**config.mk**
```make
export PLATFORM = sky130hd
export DESIGN_NAME = mem_ctrl
export DESIGN_NICKNAME = d
export VERILOG_FILES = /design/src/rtl/mem_ctrl_pkg.sv /design/src/rtl/mem_ctrl.sv
export SDC_FILE = /design/constraint.sdc
export NUM_CORES = 1
export LEC_CHECK = 0
export CORE_UTILIZATION = 44
export CTS_BUF_LIST = sky130_fd_sc_hd__clkbuf_8 sky130_fd_sc_hd__clkbuf_16
export DETAILED_ROUTE_END_ITERATION = 10
export PLACE_DENSITY = 0.86
export SKIP_LAST_GASP = 1
export SLEW_MARGIN = 10
export SYNTH_ARGS = -nofsm -noshare
export SYNTH_HDL_FRONTEND = slang
export SYNTH_SLANG_ARGS = --single-unit
```
**constraint.sdc**
```tcl
create_clock -name clk -period 2.5 [get_ports clk]
set_input_delay 0.5 -clock clk [delete_from_list [all_inputs] [get_ports clk]]
set_output_delay 0.5 -clock clk [all_outputs]
set_load 0.02 [all_outputs]
```
**src/rtl/mem_ctrl_pkg.sv**
```systemverilog
// Shared definitions for the byte-serial RAM responder / IF-MEM arbiter.
package mem_ctrl_pkg;

    localparam logic [31:0] ZERO_WORD = 32'h0000_0000;
    localparam logic        ENABLE    = 1'b1;

    // MEM transaction length codes (2'b11 behaves as a word)
    localparam logic [1:0] LEN_B = 2'b00;
    localparam logic [1:0] LEN_H = 2'b01;
    localparam logic [1:0] LEN_W = 2'b10;

    typedef enum logic [2:0] {
        ST_IDLE    = 3'd0,
        ST_RD      = 3'd1,
        ST_RD_TAIL = 3'd2,
        ST_WR      = 3'd3,
        ST_DONE    = 3'd4
    } state_e;

    // Index of the last byte lane touched by a transaction of this length
    function automatic logic [1:0] last_lane(input logic [1:0] len);
        case (len)
            LEN_B:   return 2'd0;
            LEN_H:   return 2'd1;
            LEN_W:   return 2'd3;
            default: return 2'd3;
        endcase
    endfunction

endpackage

```
**src/rtl/mem_ctrl.sv**
```systemverilog
// Byte-serial RAM responder: IF streams byte fetches, MEM has priority and
// issues 1/2/4-byte transactions that are serialised into byte cycles.
module mem_ctrl
    import mem_ctrl_pkg::*;
#(
    parameter int unsigned ADDR_W = 32
) (
    input  logic              clk,
    input  logic              rst,
    input  logic [ADDR_W-1:0] if_addr_i,
    output logic [7:0]        if_data_o,
    output logic              if_stall_o,
    input  logic              mem_req_i,
    input  logic              mem_we_i,
    input  logic [1:0]        mem_len_i,
    input  logic              mem_signed_i,
    input  logic [ADDR_W-1:0] mem_addr_i,
    input  logic [31:0]       mem_wdata_i,
    output logic [31:0]       mem_data_o,
    output logic              mem_done_o,
    output logic [ADDR_W-1:0] ram_addr_o,
    output logic              ram_wr_o,
    output logic [7:0]        ram_dout_o,
    input  logic [7:0]        ram_din_i
);

    state_e            state_q, state_d;
    logic [1:0]        cnt_q, cnt_d;
    logic [ADDR_W-1:0] base_q, base_d;
    logic [1:0]        len_q, len_d;
    logic              sgn_q, sgn_d;
    logic [31:0]       wdata_q, wdata_d;
    logic [31:0]       rdbuf_q, rdbuf_d;
    logic [31:0]       data_q, data_d;
    logic              done_q, done_d;
    logic              wr_q, wr_d;
    logic [7:0]        dout_q, dout_d;
    logic [31:0]       rd_full;

    // Sign- or zero-extend the assembled load bytes to 32 bits
    function automatic logic [31:0] extend_load(input logic [31:0] raw,
                                                input logic [1:0]  len,
                                                input logic        sgn);
        case (len)
            LEN_B:   return {{24{sgn & raw[7]}}, raw[7:0]};
            LEN_H:   return {{16{sgn & raw[15]}}, raw[15:0]};
            default: return raw;
        endcase
    endfunction

    // Bus mux: IF owns the address bus only while idle; cnt_q is the lane offset
    always_comb begin
        if (state_q == ST_IDLE) begin
            ram_addr_o = if_addr_i;
            if_stall_o = mem_req_i;
        end else begin
            ram_addr_o = base_q + ADDR_W'(cnt_q);
            if_stall_o = 1'b1;
        end
    end

    assign if_data_o  = ram_din_i;
    assign mem_data_o = data_q;
    assign mem_done_o = done_q;
    assign ram_wr_o   = wr_q;
    assign ram_dout_o = dout_q;

    // Next-state, lane capture and registered-output computation
    always_comb begin
        state_d = state_q;
        cnt_d   = cnt_q;
        base_d  = base_q;
        len_d   = len_q;
        sgn_d   = sgn_q;
        wdata_d = wdata_q;
        rdbuf_d = rdbuf_q;
        data_d  = data_q;
        done_d  = 1'b0;
        wr_d    = 1'b0;
        dout_d  = dout_q;
        rd_full = rdbuf_q;
        rd_full[{cnt_q, 3'b000} +: 8] = ram_din_i;

        case (state_q)
            ST_IDLE: begin
                if (mem_req_i == ENABLE) begin
                    base_d  = mem_addr_i;
                    len_d   = mem_len_i;
                    sgn_d   = mem_signed_i;
                    wdata_d = mem_wdata_i;
                    cnt_d   = '0;
                    rdbuf_d = '0;
                    if (mem_we_i) begin
                        // First write byte is registered so it is on the bus in T1
                        state_d = ST_WR;
                        wr_d    = 1'b1;
                        dout_d  = mem_wdata_i[7:0];
                    end else begin
                        state_d = ST_RD;
                    end
                end
            end
            ST_RD: begin
                // RAM returns a byte one cycle after its address: lane cnt-1 arrives now
                if (cnt_q != 2'd0)
                    rdbuf_d[{cnt_q - 2'd1, 3'b000} +: 8] = ram_din_i;
                if (cnt_q == last_lane(len_q))
                    state_d = ST_RD_TAIL;
                else
                    cnt_d = cnt_q + 2'd1;
            end
            ST_RD_TAIL: begin
                data_d  = extend_load(rd_full, len_q, sgn_q);
                done_d  = 1'b1;
                state_d = ST_DONE;
            end
            ST_WR: begin
                if (cnt_q == last_lane(len_q)) begin
                    done_d  = 1'b1;
                    state_d = ST_DONE;
                end else begin
                    cnt_d  = cnt_q + 2'd1;
                    wr_d   = 1'b1;
                    dout_d = wdata_q[{cnt_q + 2'd1, 3'b000} +: 8];
                end
            end
            ST_DONE: begin
                state_d = ST_IDLE;
            end
            default: begin
                state_d = ST_IDLE;
            end
        endcase
    end

    // State and output registers with synchronous reset
    always_ff @(posedge clk) begin
        if (rst) begin
            state_q <= ST_IDLE;
            cnt_q   <= '0;
            base_q  <= '0;
            len_q   <= '0;
            sgn_q   <= 1'b0;
            wdata_q <= '0;
            rdbuf_q <= '0;
            data_q  <= ZERO_WORD;
            done_q  <= 1'b0;
            wr_q    <= 1'b0;
            dout_q  <= '0;
        end else begin
            state_q <= state_d;
            cnt_q   <= cnt_d;
            base_q  <= base_d;
            len_q   <= len_d;
            sgn_q   <= sgn_d;
            wdata_q <= wdata_d;
            rdbuf_q <= rdbuf_d;
            data_q  <= data_d;
            done_q  <= done_d;
            wr_q    <= wr_d;
            dout_q  <= dout_d;
        end
    end

endmodule

```
Yosys cells after proc, flatten, opt, wreduce, memory -nomap -nowiden

Index checks and enable logic that the tools add are counted.

Divide/modulo/power cells: 0
Order comparisons: 0
Add/sub/neg operators: 5
Multipliers: 0
Shifts and indexed selects: 5
Mux-type cells: 30
Reductions and logical operators: 11
Equal/unequal tests: 13
Bitwise operators: 2

Operator list:

| operator                                                               | number |
|---|---|
| 32-bit case mux with 2 select lines                                    | 2 |
| 32-bit 2-to-1 mux                                                      | 3 |
| 32-bit bitwise mux                                                     | 2 |
| 8-bit by 7-bit variable shift with 32-bit output, first input constant | 2 |
| 8-bit by 7-bit variable part select with 32-bit output                 | 2 |
| 32-bit by 2-bit adder with 32-bit output                               | 1 |
| 32-bit by 6-bit variable part select with 8-bit output                 | 1 |
| 8-bit 2-to-1 mux                                                       | 3 |
| 8-bit case mux with 2 select lines                                     | 1 |
| 2-bit inequality test, second input constant                           | 7 |
| 5-bit negator with 7-bit output                                        | 2 |
| 2-bit 2-to-1 mux                                                       | 6 |
| 3-bit case mux with 4 select lines                                     | 1 |
| 3-bit 2-to-1 mux                                                       | 3 |
| 4-bit AND reduction                                                    | 2 |
| 3-bit by 2-bit == test with 1-bit output, second input constant        | 2 |
| 2-bit case mux with 3 select lines                                     | 1 |
| 3-bit AND reduction                                                    | 2 |
| 2-bit nonzero test                                                     | 3 |
| 1-bit 2-to-1 mux                                                       | 5 |
| 2-bit == test                                                          | 2 |
| 1-bit case mux with 2 select lines                                     | 2 |
| 2-bit case mux with 2 select lines                                     | 1 |
| 3-bit by 1-bit == test with 1-bit output, second input constant        | 1 |
| 8 further kinds                                                        | 9 |

Latch bits: 0
Memories: 0
Bits in writable memories: 0
Bits in registers: 146
Memory bits (read-only): 0
Output and inout port bits: 83
Logic and storage cells: 77
Input bits: 111

Depth between registers and ports, before layout

Gate-level depths: netlist of the first run.

Depth in word-level cells: 6
Depth in mapped cells: 12
Mapped depth without buffers: 8

Least setup slack after synthesis of the first run

Ideal clock, no wire load.

Path kind: reg2out
Start point: register cnt_q[0]
End point: output ram_addr_o[22]
Path slack: -296 ps
Data arrival time: 2296 ps
Required time: 2000 ps
Cell stages (with the launch flop): 9
Path buffers: 0
Path through: dfxtp_1 -> ha_1 -> inv_1 -> fa_1 -> nand3b_1 -> nor3_2 -> nand4_1 -> xor2_1 -> a21oi_1

Word-level cells in the longest chain between the ends: 2

RTL lines:

| what                                     | line            | source |
|---|---|---|
| start: declaration                       | mem_ctrl.sv:28  | `logic [1:0] cnt_q, cnt_d;` |
| start signal: assignment                 | mem_ctrl.sv:152 | `cnt_q <= cnt_d;` |
| 32-bit by 2-bit adder with 32-bit output | mem_ctrl.sv:57  | `ram_addr_o = base_q + ADDR_W'(cnt_q);` |
| 32-bit 2-to-1 mux                        | mem_ctrl.sv:53  | `if (state_q == ST_IDLE) begin` |
| end: declaration                         | mem_ctrl.sv:21  | `output logic [ADDR_W-1:0] ram_addr_o,` |

Every way passes these cells.

Final worst setup path of the first run

Start point: register cnt_q[1]
End point: output ram_addr_o[13]

The elaborated chain is that of the path after synthesis.

==> results of run 1 <==
[per-layer routing]
metal	wire length [um]	vias up	part of all wire, %	GRT usage, %
met3	1360	56	6.5	5.72
li1	-	3465	-	-
met1	8730	3340	42	32.0
met5	0	-	0	0
met2	10200	297	48	41.4
met4	699	0	3.3	13.3
[cell families (layout without fill, tap and decap cells)]
| kind of cell | after synthesis | in the layout |
|---|---|---|
| AO/OA/AOI/OAI | 202 | 202 |
| XOR/XNOR | 32 | 32 |
| buffers and inverters | 81 | 318 |
| flip-flops | 146 | 146 |
| multiplexers | 12 | 12 |
| AND/OR/NAND/NOR | 395 | 395 |
| adder cells (fa/ha/maj) | 8 | 8 |
[power by group through the flow]
stage | sequential (mW) | combinational [mW] | clock (mW)
2_1_floorplan | 2.70 | 0.881 | 0
3_3_place_gp | 2.62 | 1.75 | 0
3_5_place_dp | 2.63 | 1.77 | 0
4_1_cts | 2.58 | 1.77 | 2.46
5_1_grt | 2.60 | 1.93 | 2.58
6_report | 2.58 | 1.80 | 2.44
[timing repair]
item,in CTS,in global routing
endpoints found under the setup margin,33,58
pin swaps,32,10
gates resized for setup,172,15
cloned,2,0
hold endpoints to repair,0,0
setup buffers,4,7
[sequential cells by signal, summed over array words and instances, names as in the netlist, 2 cells and up]
name,count
state_q,3
wdata_q,32
len_q,2
cnt_q,2
base_q,32
ram_dout_o,8
mem_data_o,32
rdbuf_q,32
[area by class of cell]
class	count	area, um2
fill	1174	5040
multi-input combinational	649	3910
sequential	146	2930
timing repair buffer	276	2620
clock buffer	23	508
tap	211	264
clock inverter	9	63.8
inverter	10	37.5
[critical path, stage by stage (launching register included)]
cell and delay, ps:
dfxtp_2 330, buf_6 120, ha_4 240, a21o_1 130, nor4b_4 250, buf_4 180
buf_6 130, buf_4 110, nand3_2 60, xor2_1 150, a21oi_1 160, buf_4 170
[worst max path at each step]
stage	slack [ps]	end	start
global route	-550	ram_addr_o[13]	cnt_q[1]$_SDFFE_PP0P_
CTS	-410	ram_addr_o[28]	base_q[0]$_SDFFE_PP0P_
finish	-460	ram_addr_o[13]	cnt_q[1]$_SDFFE_PP0P_
global placement	-420	ram_addr_o[22]	base_q[0]$_SDFFE_PP0P_
floorplan	-40	ram_addr_o[28]	cnt_q[0]$_SDFFE_PP0P_
detailed placement	-450	ram_addr_o[28]	base_q[0]$_SDFFE_PP0P_
[metrics by stage]
step                instance area [um2]  utilization, %  setup TNS [ps]
global placement                   9560            62.2           -7760
floorplan                          7080               -            -112
global route                      10300            67.2          -11860
detailed placement                 9560            62.2           -8670
finish                            10300            67.2           -8210
CTS                               10200            66.4           -7800
[cells in the mapped netlist (4+ instances only)]
master and count:
a211oi_1 9, a211oi_2 10, a21oi_1 126, a22o_1 14, a22oi_1 14, a311oi_1 14, and2_1 10, and4_1 5
buf_2 13, buf_4 10, buf_6 4, clkbuf_1 41, dfxtp_1 146, ha_1 7, inv_1 9, mux4_2 7
nand2_1 188, nand2b_1 8, nand3_1 35, nand3b_1 4, nand4_1 12, nor2_1 94, nor2b_1 5, nor3_1 12
xnor2_1 6, xor2_1 26
==> flow_metrics.tcl, run 1 <==
set metrics [dict create \
    synth_compound_area_share_pct 18.7 \
    post_drt_wl_per_cell_um 15.8 \
    p_int_mw 4.81 \
    nets 1219 \
    rsz0062_at_grt "yes" \
    io_pins 194 \
    synth-xor-area-share_pct 3.99 \
    tightest_slew_ps 733 \
    place_congestion 0.839 \
    worstPathMaxFanout 4 \
    antennaDiodeCount 0 \
    synth-edff-count 0 \
    grt_pass1_vias 6797 \
    p_clk_share_pct 35.7 \
    dp_slack_ps -447 \
    power_density_nw_per_um2 661 \
    wirelength_mm 20.9 \
    r2r_start "cnt_q[0]$_SDFFE_PP0P_" \
    antenna_found_initial 0 \
    portBuffers 193 \
    post-synth-top-area-fraction_pct 41.6 \
    hold_depth 2 \
    hold_violations 0 \
    layout_common_cells "nand2_1 (185), clkdlybuf4s50_1 (159), dfxtp_1 (142)" \
    yosysTopAreaCell "dfxtp_1" \
    synth_mux_area_share_pct 3.21 \
    dr.pass1.iters 5 \
    crit_path_start_kind "flop" \
    h-tree-depth 4 \
    cts-root-buf "clkbuf_16" \
    leakagePower_nw 3.91 \
    dp.final_hpwl_mm 13.9 \
    setup_slack_ps -461 \
    synth_area_leaders "dfxtp_1 (42%), nand2_1 (10%), a21oi_1 (9.0%)" \
    drc_errors 0 \
    layout_commonest_cell "nand2_1" \
    synth_fa_ha_area_share_pct 1.53 \
    min_to "rdbuf_q[22]$_SDFFE_PP0P_" \
    p_sw_share_pct 29.5 \
    ant_nets 0 \
    die_height_um 128 \
    cts_made_buffers 17 \
    ir_drop_uv 590 \
    dieArea_um2 16500 \
    comb_power_share_pct 26.4 \
    num_vias 7158 \
    clock_latency_ps 420 \
    worst-r2r-cell-count 9 \
    rows 45 \
    hold_start "rdbuf_q[22]$_SDFFE_PP0P_" \
    fin_cells 1324 \
    p_switching_mw 2.01 \
    grtUsageTotal_pct 25.6 \
    worstPathArrival_ps 2460 \
    synth_seq_area_share_pct 41.6 \
    drive_gt1_share_pct 19.0 \
    core_um2 15400 \
    synth_warnings 0 \
    synth_cells 876 \
    synth_area_um2 7020 \
    clkTransAtPathRegs_ps 60 \
    yosys_register_bits 146 \
    critPathKind "flop to primary output" \
    drtIter0Drc 511 \
    slew_violations 0 \
    finalSetupViolCount 27 \
    hold_class "flop to flop" \
    drv_cap 0 \
    r2r_setup_slack_ps 160 \
    rr_endpoint "mem_data_o[30]$_SDFFE_PP0P_" \
    cts.sinks 146 \
    synth_area_per_cell_um2 8.01 \
    synth_cell_types 59 \
    start_util_pct 45.7 \
    pwr-share-seq_pct 37.8 \
    grt_max_degree 68 \
    status "complete, but fails checks" \
    post-route-min-period_ps 2960 \
    finalPower_mw 6.82 \
    required_ps 2000 \
    async_flop_share_pct 0 \
    skew_ps 6.10 \
    cts_tree "built" \
    synth_top_family_by_area "simple AND/OR/NAND/NOR gates" \
    violations "negative setup slack" \
    synthFlopType "dfxtp_1" \
    fmax_mhz 338 \
    grt-ovfl-total 0 \
    dp.cells 1281 \
    synth-simple-area-share_pct 25.4 \
    holdWs_ps 448 \
    grt_pass1_wl_mm 33.2 \
    clockBufferDepth 2 \
    cts-hold-fix-buffers 0 \
    syn2layout_area_growth_pct 47.1 \
    syn-num-nets 995 \
    period_share_pct 118 \
    fp.dieW_um 128 \
    end_kind "primary output" \
    slew_headroom_pct 50.9 \
    routed_via_density 5.41 \
]
(Power assumes the default switching activity.)
==> run 2: changes to the inputs <==
--- a/config.mk
+++ b/config.mk
@@ -5,10 +5,11 @@
 export SDC_FILE = /design/constraint.sdc
 export NUM_CORES = 1
 export LEC_CHECK = 0
-export CORE_UTILIZATION = 44
-export CTS_BUF_LIST = sky130_fd_sc_hd__clkbuf_8 sky130_fd_sc_hd__clkbuf_16
+export CORE_UTILIZATION = 45
+export CTS_BUF_LIST = sky130_fd_sc_hd__clkbuf_8
 export DETAILED_ROUTE_END_ITERATION = 10
-export PLACE_DENSITY = 0.86
+export PLACE_DENSITY = 0.88
+export SKIP_CTS_REPAIR_TIMING = 1
 export SKIP_LAST_GASP = 1
 export SLEW_MARGIN = 10
 export SYNTH_ARGS = -nofsm -noshare
==> flow_metrics.tcl, run 2 (synthesis results as in run 1) <==
set metrics [dict create \
    finalSetupViolCount 29 \
    antennaDiodeCount 0 \
    hold_violations 0 \
    io_pins 194 \
    grt_max_degree 68 \
    dieArea_um2 16100 \
    grtUsageTotal_pct 24.7 \
    fmax_mhz 337 \
    post_drt_wl_per_cell_um 16.1 \
    grt-ovfl-total 0 \
    clkTransAtPathRegs_ps 80 \
    slew_violations 0 \
    syn2layout_area_growth_pct 44.1 \
    post-route-min-period_ps 2960 \
    skew_ps 11.0 \
    critPathKind "flop to primary output" \
    clock_latency_ps 450 \
    rsz0062_at_grt "yes" \
    dp.cells 1261 \
    violations "negative setup slack" \
    cts_tree "built" \
    holdWs_ps 455 \
    tightest_slew_ps 588 \
    grt_pass1_wl_mm 31.6 \
    dp_slack_ps -443 \
    ant_nets 0 \
    cts-root-buf "clkbuf_8" \
    routed_via_density 5.49 \
    core_um2 15200 \
    setup_slack_ps -464 \
    nets 1218 \
    wirelength_mm 20.9 \
    worstPathMaxFanout 10 \
    status "complete, but fails checks" \
    portBuffers 193 \
    start_util_pct 46.2 \
    place_congestion 0.846 \
    end_kind "primary output" \
    leakagePower_nw 3.85 \
    period_share_pct 119 \
    crit_path_start_kind "flop" \
    rows 45 \
    dp.final_hpwl_mm 14.2 \
    grt_pass1_vias 6424 \
    power_density_nw_per_um2 630 \
    drv_cap 0 \
    ir_drop_uv 410 \
    slew_headroom_pct 60.5 \
    drc_errors 0 \
    dr.pass1.iters 5 \
    antenna_found_initial 0 \
    cts_made_buffers 17 \
    drive_gt1_share_pct 18.8 \
    cts.sinks 146 \
    hold_class "flop to flop" \
    drtIter0Drc 545 \
    num_vias 7139 \
    layout_common_cells "nand2_1 (184), clkdlybuf4s50_1 (159), dfxtp_1 (142)" \
    fin_cells 1300 \
    fp.dieW_um 127 \
    required_ps 2000 \
    clockBufferDepth 2 \
    final_core_util_pct 66.5 \
    worstPathArrival_ps 2460 \
    h-tree-depth 4 \
    layout_commonest_cell "nand2_1" \
    die_height_um 127 \
]
==> run 2: path summary, 6_finish.rpt <==
check,start,to,slack [ps],cells after the start
worst max-delay path,base_q[0]$_SDFFE_PP0P_,ram_addr_o[20],-460,10
worst max register to register,cnt_q[0]$_SDFFE_PP0P_,mem_data_o[19]$_SDFFE_PP0P_,100,9
worst min-delay path,wdata_q[23]$_SDFFE_PP0P_,wdata_q[23]$_SDFFE_PP0P_,460,2
worst min register to register,wdata_q[23]$_SDFFE_PP0P_,wdata_q[23]$_SDFFE_PP0P_,460,2
==> run 2: layout make-up <==
type	count	area, um2
clock buffers	18	248
clock inverters	14	189
fillers	1229	5090
inverters	10	37.5
multi-input cells	649	3880
flip-flops and latches	146	2930
well taps	188	235
repair buffers	275	2590
==> run 2: critical path, cell delays in order (launching register included) <==
cell	delay [ps]
dfxtp_2	360
ha_4	140
inv_2	40
fa_2	350
nand3b_1	240
nor3_4	180
buf_12	150
nand3_1	110
xor2_1	170
a21oi_2	120
buf_4	150
==> run 2: through the flow <==
step | setup TNS [ps] | total power, mW | area, um2
4_1_cts | -25020 | 6.41 | 9990
3_5_place_dp | -8450 | 4.41 | 9560
5_1_grt | -13990 | 6.65 | 10100
3_3_place_gp | -7750 | 4.38 | 9560
6_report | -9840 | 6.37 | 10100
2_1_floorplan | -112 | 3.58 | 7080
==> run 2: per-layer routing <==
layer  vias to the layer above  global-route usage (%)  share of wire, %
met4                         0                    10.2               2.6
met2                       288                    41.5                49
met3                        41                    4.47               5.9
met1                      3346                    31.3                42
li1                       3464                       -                 -
met5                         -                       0                 0
==> run 2: report_power, final <==
group / switching (mW) / internal [mW] / total, mW
clock: 0.901 / 1.11 / 2.01
sequential: 0.0954 / 2.48 / 2.58
combinational: 0.977 / 0.807 / 1.78
==> run 3: changes to the inputs <==
--- a/config.mk
+++ b/config.mk
@@ -5,10 +5,10 @@
 export SDC_FILE = /design/constraint.sdc
 export NUM_CORES = 1
 export LEC_CHECK = 0
-export CORE_UTILIZATION = 45
+export CORE_UTILIZATION = 54
 export CTS_BUF_LIST = sky130_fd_sc_hd__clkbuf_8
 export DETAILED_ROUTE_END_ITERATION = 10
-export PLACE_DENSITY = 0.88
+export PLACE_DENSITY = 0.95
 export SKIP_CTS_REPAIR_TIMING = 1
 export SKIP_LAST_GASP = 1
 export SLEW_MARGIN = 10
==> constraint.sdc (replaced) <==
create_clock -name clk -period 3.7 [get_ports clk]
set_input_delay 0.74 -clock clk [delete_from_list [all_inputs] [get_ports clk]]
set_output_delay 0.74 -clock clk [all_outputs]
set_load 0.02 [all_outputs]
==> flow_metrics.tcl, run 3 (synthesis results as in run 1) <==
set metrics [dict create \
    comb_power_share_pct 26.7 \
    syn2layout_area_growth_pct 34.5 \
    hold_violations 0 \
    cts.sinks 146 \
    drv_cap 0 \
    die_height_um 116 \
    cts_tree "built" \
    pwr-share-seq_pct 42.9 \
    dp.cells 1187 \
    fp.dieW_um 116 \
    drive_gt1_share_pct 8.10 \
    ant_nets 0 \
    cts-root-buf "clkbuf_8" \
    slew_violations 0 \
    antenna_found_initial 0 \
    grt_pass1_vias 6347 \
    portBuffers 193 \
    p_clk_share_pct 30.5 \
    power_density_nw_per_um2 437 \
    crit_path_top_delay_cell "fa_1" \
    rows 41 \
    dpl_cell_area_um2 8970 \
    leakagePower_nw 3.53 \
    slew_headroom_pct 32.7 \
    fmax_mhz 273 \
    worstPathMaxFanout 10 \
    rsz0062_at_grt "yes" \
    grt_pass1_wl_mm 30.6 \
    core_um2 12700 \
    clkTransAtPathRegs_ps 70 \
    period_share_pct 99.0 \
    start_util_pct 55.4 \
    end_kind "primary output" \
    p_int_mw 2.84 \
    post_drt_wl_per_cell_um 16.3 \
    ir_drop_uv 241 \
    cp_cell_sequence "ha_1 > inv_1 > fa_1 > nand3b_1 > buf_4 > nor3_2 > buf_4 > nand3_1 > xor2_1 > a21oi_1 > dlymetal6s2s_1" \
    routed_via_density 5.72 \
    nets 1156 \
    cpMostUsedCell "buf_4" \
    h-tree-depth 4 \
    dp.final_hpwl_mm 13.5 \
    drtIter0Drc 582 \
    p_switching_mw 1.28 \
    fin_area_um2 9440 \
    slowest_delay_ps 400 \
    post-route-min-period_ps 3660 \
    tightest_slew_ps 1000 \
    required_ps 2960 \
    cts_made_buffers 17 \
    wirelength_mm 19.8 \
    grt-ovfl-total 0 \
    finalSetupViolCount 0 \
    dieArea_um2 13500 \
    crit_path_start_kind "flop" \
    fin_cells 1221 \
    status "completed" \
    critPathKind "flop to primary output" \
    clock_latency_ps 460 \
    num_vias 6979 \
    worstPathArrival_ps 2920 \
    p_sw_share_pct 31.1 \
    grtUsageTotal_pct 29.2 \
    io_pins 194 \
    place_congestion 0.908 \
    hold_class "flop to flop" \
    layout_common_cells "nand2_1 (188), clkdlybuf4s50_1 (173), dfxtp_1 (146)" \
    antennaDiodeCount 0 \
    layout_commonest_cell "nand2_1" \
    drc_errors 0 \
    clockBufferDepth 2 \
    dr.pass1.iters 5 \
    skew_ps 10.8 \
    grt_max_degree 66 \
]
==> run 3: cell count changes in the layout (fill, tap and decap cells not counted), sizes merged <==
cell	delta
inv	+2
clkinvlp	+2
dlymetal6s2s	+16
clkinv	-4
clkdlybuf4s50	+14
buf	-90
bufinv	-1
clkbuf	-2
==> run 3: worst max-delay path: cells and delay by family (launching register included) <==
family                   cells  cell delay [ps]
AO/OA/AOI/OAI                1              170
AND/OR/NAND/NOR              3              500
flip-flops                   1              340
XOR/XNOR                     1              190
adder cells (fa/ha/maj)      2              580
buffers and inverters        4              680
==> run 3: path summary, 6_finish.rpt <==
check                           slack, ps  cells past startpoint                           to                startpoint
worst min-delay path                  450                      2     wdata_q[31]$_SDFFE_PP0P_  wdata_q[31]$_SDFFE_PP0P_
worst min register to register        450                      2     wdata_q[31]$_SDFFE_PP0P_  wdata_q[31]$_SDFFE_PP0P_
worst max register to register        720                      9  mem_data_o[30]$_SDFFE_PP0P_     cnt_q[0]$_SDFFE_PP0P_
worst max-delay path                   40                     11               ram_addr_o[24]     cnt_q[0]$_SDFFE_PP0P_
==> run 3: per-layer routing <==
metal	GRT usage, %	routed length [um]	up-vias
met5	0	0	-
met1	36.2	8060	3262
met2	49.5	9910	319
li1	-	-	3344
met3	5.49	1290	54
met4	13.0	580	0
==> run 3: layout make-up <==
cell class | instances | area [um2]
inverters | 10 | 37.5
repair buffers | 213 | 2140
multi-input cells | 649 | 3730
well taps | 172 | 215
fillers | 897 | 3230
clock inverters | 13 | 146
flip-flops and latches | 146 | 2920
clock buffers | 18 | 248
==> run 3: power by group through the flow <==
| stage | registers (mW) | logic [mW] | clock network, mW |
|---|---|---|---|
| after floorplan | 1.83 | 0.579 | 0 |
| after global placement | 1.80 | 1.07 | 0 |
| after detailed placement | 1.80 | 1.09 | 0 |
| after CTS | 1.77 | 1.10 | 1.27 |
| after global routing | 1.78 | 1.19 | 1.34 |
| final | 1.77 | 1.10 | 1.26 |
==> run 3: per-stage QoR <==
stage               hold slack (ps)  total power [mW]  utilization (%)  worst slack [ps]  setup TNS [ps]
finish                          454              4.13             74.5              36.7               0
global route                    470              4.31             74.5             -76.6            -482
CTS                             452              4.13             73.9              -182           -1290
detailed placement              442              2.90             70.8               328               0
global placement                434              2.87             70.8               422               0
floorplan                       427              2.40                -               664               0
